`src/rtl/routing_unit_param.sv`:
```
// XY route-compute stage for one mesh router input port: one-entry hold register, hop decrement,
// U-turn drop and stall watchdog. Optional packet counter enabled by ROUTE_PKT_CNT_EN.
module routing_unit_param #(
  parameter int unsigned IN_DIR    = 3,
  parameter int unsigned PKT_W     = 64,
  parameter int unsigned DIRX_BIT  = 58,
  parameter int unsigned DIRY_BIT  = 57,
  parameter int unsigned HOPX_LSB  = 55,
  parameter int unsigned HOPY_LSB  = 53,
  parameter int unsigned HOP_W     = 2,
  parameter int unsigned STALL_MAX = 255,
  parameter int unsigned STALL_W   = 8
) (
  input  logic             clk,
  input  logic             reset,
  input  logic             empty,
  input  logic [PKT_W-1:0] in_packet,
  output logic             read_en,
  input  logic [4:0]       full,
  output logic [PKT_W-1:0] out_packet,
  output logic [4:0]       out_req,
  output logic             err_uturn,
  output logic             stall_alarm
`ifdef ROUTE_PKT_CNT_EN
  ,
  output logic [15:0]      pkt_cnt
`endif
);

  localparam logic [2:0] DirN = 3'd0;
  localparam logic [2:0] DirS = 3'd1;
  localparam logic [2:0] DirE = 3'd2;
  localparam logic [2:0] DirW = 3'd3;
  localparam logic [2:0] DirPe = 3'd4;
  localparam logic [2:0] InDir = 3'(IN_DIR);
  localparam logic [STALL_W-1:0] StallMax = STALL_W'(STALL_MAX);

  logic               hold_valid_q, hold_valid_d;
  logic [PKT_W-1:0]   hold_q, hold_d;
  logic [STALL_W-1:0] stall_cnt_q, stall_cnt_d;
  logic               err_uturn_q, stall_alarm_q, stall_alarm_d;

  logic [HOP_W-1:0] hop_x, hop_y;
  logic [2:0]       dest;
  logic [PKT_W-1:0] route_pkt;
  logic             illegal, dest_full, xfer, drop, blocked;

  assign hop_x = hold_q[HOPX_LSB +: HOP_W];
  assign hop_y = hold_q[HOPY_LSB +: HOP_W];

  // XY order: exhaust X hops first, then Y, then deliver locally.
  always_comb begin
    route_pkt = hold_q;
    dest      = DirPe;
    if (hop_x != '0) begin
      dest = hold_q[DIRX_BIT] ? DirW : DirE;
      route_pkt[HOPX_LSB +: HOP_W] = hop_x - HOP_W'(1);
    end else if (hop_y != '0) begin
      dest = hold_q[DIRY_BIT] ? DirS : DirN;
      route_pkt[HOPY_LSB +: HOP_W] = hop_y - HOP_W'(1);
    end
  end

  assign illegal   = hold_valid_q && (dest == InDir) && (InDir != DirPe);
  assign dest_full = full[dest];
  assign xfer      = hold_valid_q && !illegal && !dest_full;
  assign drop      = illegal;
  assign blocked   = hold_valid_q && !illegal && dest_full;

  assign out_req    = xfer ? (5'b00001 << dest) : 5'b00000;
  assign out_packet = route_pkt;
  // Gate with reset so no pop escapes while the hold register is being cleared.
  assign read_en    = reset && !empty && (!hold_valid_q || xfer || drop);

  always_comb begin
    hold_d       = read_en ? in_packet : hold_q;
    hold_valid_d = read_en || (hold_valid_q && !(xfer || drop));
    stall_cnt_d  = '0;
    if (blocked) begin
      stall_cnt_d = (stall_cnt_q == '1) ? stall_cnt_q : stall_cnt_q + STALL_W'(1);
    end
    stall_alarm_d = (stall_cnt_d >= StallMax);
  end

  always_ff @(posedge clk or negedge reset) begin
    if (!reset) begin
      hold_valid_q  <= 1'b0;
      hold_q        <= '0;
      stall_cnt_q   <= '0;
      err_uturn_q   <= 1'b0;
      stall_alarm_q <= 1'b0;
    end else begin
      hold_valid_q  <= hold_valid_d;
      hold_q        <= hold_d;
      stall_cnt_q   <= stall_cnt_d;
      err_uturn_q   <= drop;
      stall_alarm_q <= stall_alarm_d;
    end
  end

  assign err_uturn   = err_uturn_q;
  assign stall_alarm = stall_alarm_q;

`ifdef ROUTE_PKT_CNT_EN
  logic [15:0] pkt_cnt_q;

  always_ff @(posedge clk or negedge reset) begin
    if (!reset) begin
      pkt_cnt_q <= '0;
    end else if (xfer) begin
      pkt_cnt_q <= pkt_cnt_q + 16'd1;
    end
  end

  assign pkt_cnt = pkt_cnt_q;
`endif

endmodule

```
`config.mk`:
```
export PLATFORM = sky130hd
export DESIGN_NAME = routing_unit_param
export DESIGN_NICKNAME = d
export VERILOG_FILES = /design/src/rtl/routing_unit_param.sv
export SDC_FILE = /design/constraint.sdc
export NUM_CORES = 1
export LEC_CHECK = 0
export ABC_AREA = 1
export BUFFER_PORTS_ARGS = -buffer_cell sky130_fd_sc_hd__buf_2
export CAP_MARGIN = 20
export CELL_PAD_IN_SITES_DETAIL_PLACEMENT = 0
export CELL_PAD_IN_SITES_GLOBAL_PLACEMENT = 1
export CORE_MARGIN = 5
export CORE_UTILIZATION = 32
export CTS_CLUSTER_DIAMETER = 40
export CTS_CLUSTER_SIZE = 10
export DETAILED_ROUTE_END_ITERATION = 12
export HOLD_SLACK_MARGIN = 0.15
export PLACE_DENSITY = 0.75
export SLEW_MARGIN = 5
export SYNTH_ARGS = -nofsm -noshare
export SYNTH_HDL_FRONTEND = slang
export SYNTH_SLANG_ARGS = --single-unit
```
`constraint.sdc`:
```
create_clock -name clk -period 1.6 [get_ports clk]
set_clock_uncertainty 0.2 [all_clocks]
set_input_delay 0.08 -clock clk [delete_from_list [all_inputs] [get_ports clk]]
set_output_delay 0.08 -clock clk [all_outputs]
set_load 0.01 [all_outputs]
```
==> flow_metrics.tcl <==
set metrics [dict create \
    achievable-frequency_ghz 0.496 \
    synthToLayoutAreaGrowth_pct 71.6 \
    route.vias.total 3699 \
    yosys.area.top_type "dfrtp_1" \
    placeableCoreArea_um2 11500 \
    num-nets-final 742 \
    p_seq_frac 0.284 \
    pwr_density_cell_nw_per_um2 1550 \
    drcViolationCount 0 \
    worst_case_clock_buffer_depth 2 \
    overflow 0 \
    globalRouteTotalUtil 0.177 \
    synth_top_area_cells "dfrtp_1 (50%), nand2_1 (16%), buf_4 (13%)" \
    cts_buffer_count 9 \
    fraction_of_layout_cells_with_a_size_suffix_above_1 0.493 \
    yosys_warnings 0 \
    cp_max_fo 3 \
    clock_tree.root_cell "clkbuf_16" \
    floorplan.io_pins 144 \
    grt_antenna_before_repair 0 \
    max_cap_viol_count 0 \
    pwr-share-clk 0.240 \
    clk_pin_slew_worst_paths_ns 0.06 \
    port-buffer-count 142 \
    final_min_period_over_clock_period 1.26 \
    asyncSetResetFlopFracSynth 1.00 \
    final_antenna_net_count 0 \
    hpwlAfterDp_mm 6.70 \
    finalSetupViolations 80 \
    dieArea_um2 14100 \
    worst_hold_path_type "in -> reg" \
    global_route_wire_length_before_repair_mm 20.2 \
    floorplan.initialDensity 0.329 \
    finalHoldViolations 1 \
    post_synth_instance_area_um2 3780 \
    run_status "finished with violations" \
    layout_setup_ws_ns -0.417 \
    cts_htree_levels 3 \
    die-height_um 119 \
    wirelength_mm 12.1 \
    num_antenna_cells 0 \
    synth-edff-count 0 \
    clock_latency_ns 0.32 \
    worstSetupEndpointType "primary output" \
    total_leakage_power_nw 3.37 \
    synth-main-ff-cell "dfrtp_1" \
    yosysTopAreaCellShare 0.496 \
    worstReg2RegStart "hold_q[56]$_DFFE_PN0P_" \
    internal-power_w 0.00659 \
    drtIter0Drc 142 \
    comb_power_share 0.476 \
    p_sw_frac 0.344 \
    preCtsSetupSlack_ns -0.276 \
    violations_in_the_final_reports "hold timing, setup timing" \
    hold-worst-slack_ns -0.0242 \
    synth_cell_type_count 24 \
    floorplan.rows 39 \
    startpoint_type "flop" \
    synthesis.instances 462 \
    finalSetupTns_ns -26.52 \
    syn_avg_cell_area_um2 8.19 \
    cts_tree "yes" \
    critical_path.startpoint "hold_q[56]$_DFFE_PN0P_" \
    period_minus_slack_ns 2.02 \
    critical_path_class "reg -> out" \
    timing.final.max_slew_violations 0 \
    timing.critical_path.required_ns 1.32 \
    ys_seq_elements 75 \
    grt_pass1_vias 3997 \
    synth.yosys.seq_area_share 0.496 \
    number_of_hold_repair_buffers_added_at_the_cts_stage 66 \
    fin_total_pwr_w 0.0100 \
    synth.cells.most_frequent "nand2_1 (157), dfrtp_1 (75), nand3_1 (73), buf_4 (64), nor2_1 (24)" \
    tritoncts_num_sinks 75 \
    unrepaired_setup_endpoints_after_global_routing "true" \
    fp.dieW_um 119 \
    hold_path_startpoint "full[4]" \
    first_pass_iters 4 \
    largest_net_degree_at_the_start_of_global_routing 76 \
    power_switching_w 0.00345 \
    post_drt_via_cell_ratio 4.53 \
    synthMostInstantiatedCell "nand2_1" \
    mappedNetlistNets 535 \
    wl_per_cell_um 14.8 \
    gpl.final_weighted_congestion 0.820 \
    max-vdd-ir-drop_v 0.000809 \
    critical_path_arrival_ns 1.74 \
]
placed cells by master, fill, tap and decap left out, drive strengths merged, types with 2 or more instances in the layout:
| master | instances |
|---|---|
| nand2 | 159 |
| buf | 213 |
| inv | 26 |
| nor3 | 2 |
| xor2 | 2 |
| dfrtp | 75 |
| nor2 | 25 |
| nand4 | 2 |
| o21ai | 4 |
| bufinv | 3 |
| dlygate4sd3 | 66 |
| a21oi | 4 |
| clkbuf | 12 |
| nand3 | 75 |
what timing repair did:
action / in CTS / in global routing
gates cloned: 10 / 0
buffers inserted: 22 / 3
gates resized for setup: 100 / 19
endpoints found under the setup margin: 79 / 81
hold endpoints to repair: 141 / 1
pin swaps: 53 / 28
routing by layer:
layer  part of all wire  up-vias  global-route usage
met2               0.50      121               0.307
met3              0.057       14              0.0478
met5                  0        -                   0
li1                   -     1810                   -
met1               0.42     1754               0.216
met4              0.014        0              0.0485
kinds of logic (layout without fill, tap and decap cells):
group	Yosys count	count (layout)	share of synthesized area
AND/OR/NAND/NOR	265	265	0.297
AO/OA/AOI/OAI	9	9	0.0126
adder cells (fa/ha/maj)	1	1	0.00331
buffers and inverters	109	321	0.185
XOR/XNOR	2	2	0.00463
other	1	1	0.000991
flip-flops	75	75	0.496
path summary, 6_finish.rpt:
kind | endpoint | slack (ns) | depth (start not counted)
worst max-delay path | out_packet[55] | -0.42 | 9
worst min-delay path | stall_alarm$_DFF_PN0_ | -0.02 | 5
worst max register to register | stall_alarm$_DFF_PN0_ | -0.37 | 13
worst min register to register | hold_q[30]$_DFFE_PN0P_ | 0.28 | 2
max in group asynchronous | hold_q[55]$_DFFE_PN0P_ | 0.73 | 3
min in group asynchronous | hold_q[29]$_DFFE_PN0P_ | 0.16 | 3
area by class of cell:
type | instances | area [µm²]
Fill cell | 972 | 5020
Sequential cell | 75 | 1880
Clock inverter | 4 | 95.1
Inverter | 26 | 100
Timing Repair Buffer | 279 | 2270
Multi-Input combinational cell | 278 | 1700
Clock buffer | 12 | 267
Tap cell | 143 | 179
critical path, stage by stage (launching register included):
cell,delay [ns]
dfrtp_1,0.42
inv_2,0.08
buf_4,0.13
buf_4,0.12
buf_4,0.12
buf_4,0.12
buf_4,0.12
buf_4,0.12
nor2_2,0.06
buf_2,0.14
registers in the layout, indices dropped and copies added, names as in the netlist:
register	cells
err_uturn	1
hold_q	64
hold_valid_q	1
stall_alarm	1
stall_cnt_q	8
per-stage QoR:
stage                util  instance area (µm²)  cells
floorplan               -                 3900    462
global placement    0.391                 4510    703
detailed placement  0.391                 4510    703
CTS                 0.557                 6410    817
global route        0.564                 6490    817
finish              0.564                 6490    817
power groups by stage:
stage | clock network (W) | registers, W | logic [W]
floorplan | 0 | 0.00279 | 0.00238
global placement | 0 | 0.00285 | 0.00278
detailed placement | 0 | 0.00286 | 0.00282
CTS | 0.00246 | 0.00285 | 0.00467
global route | 0.00253 | 0.00294 | 0.00515
finish | 0.00241 | 0.00285 | 0.00478
Power figures use the tool's default switching activity.
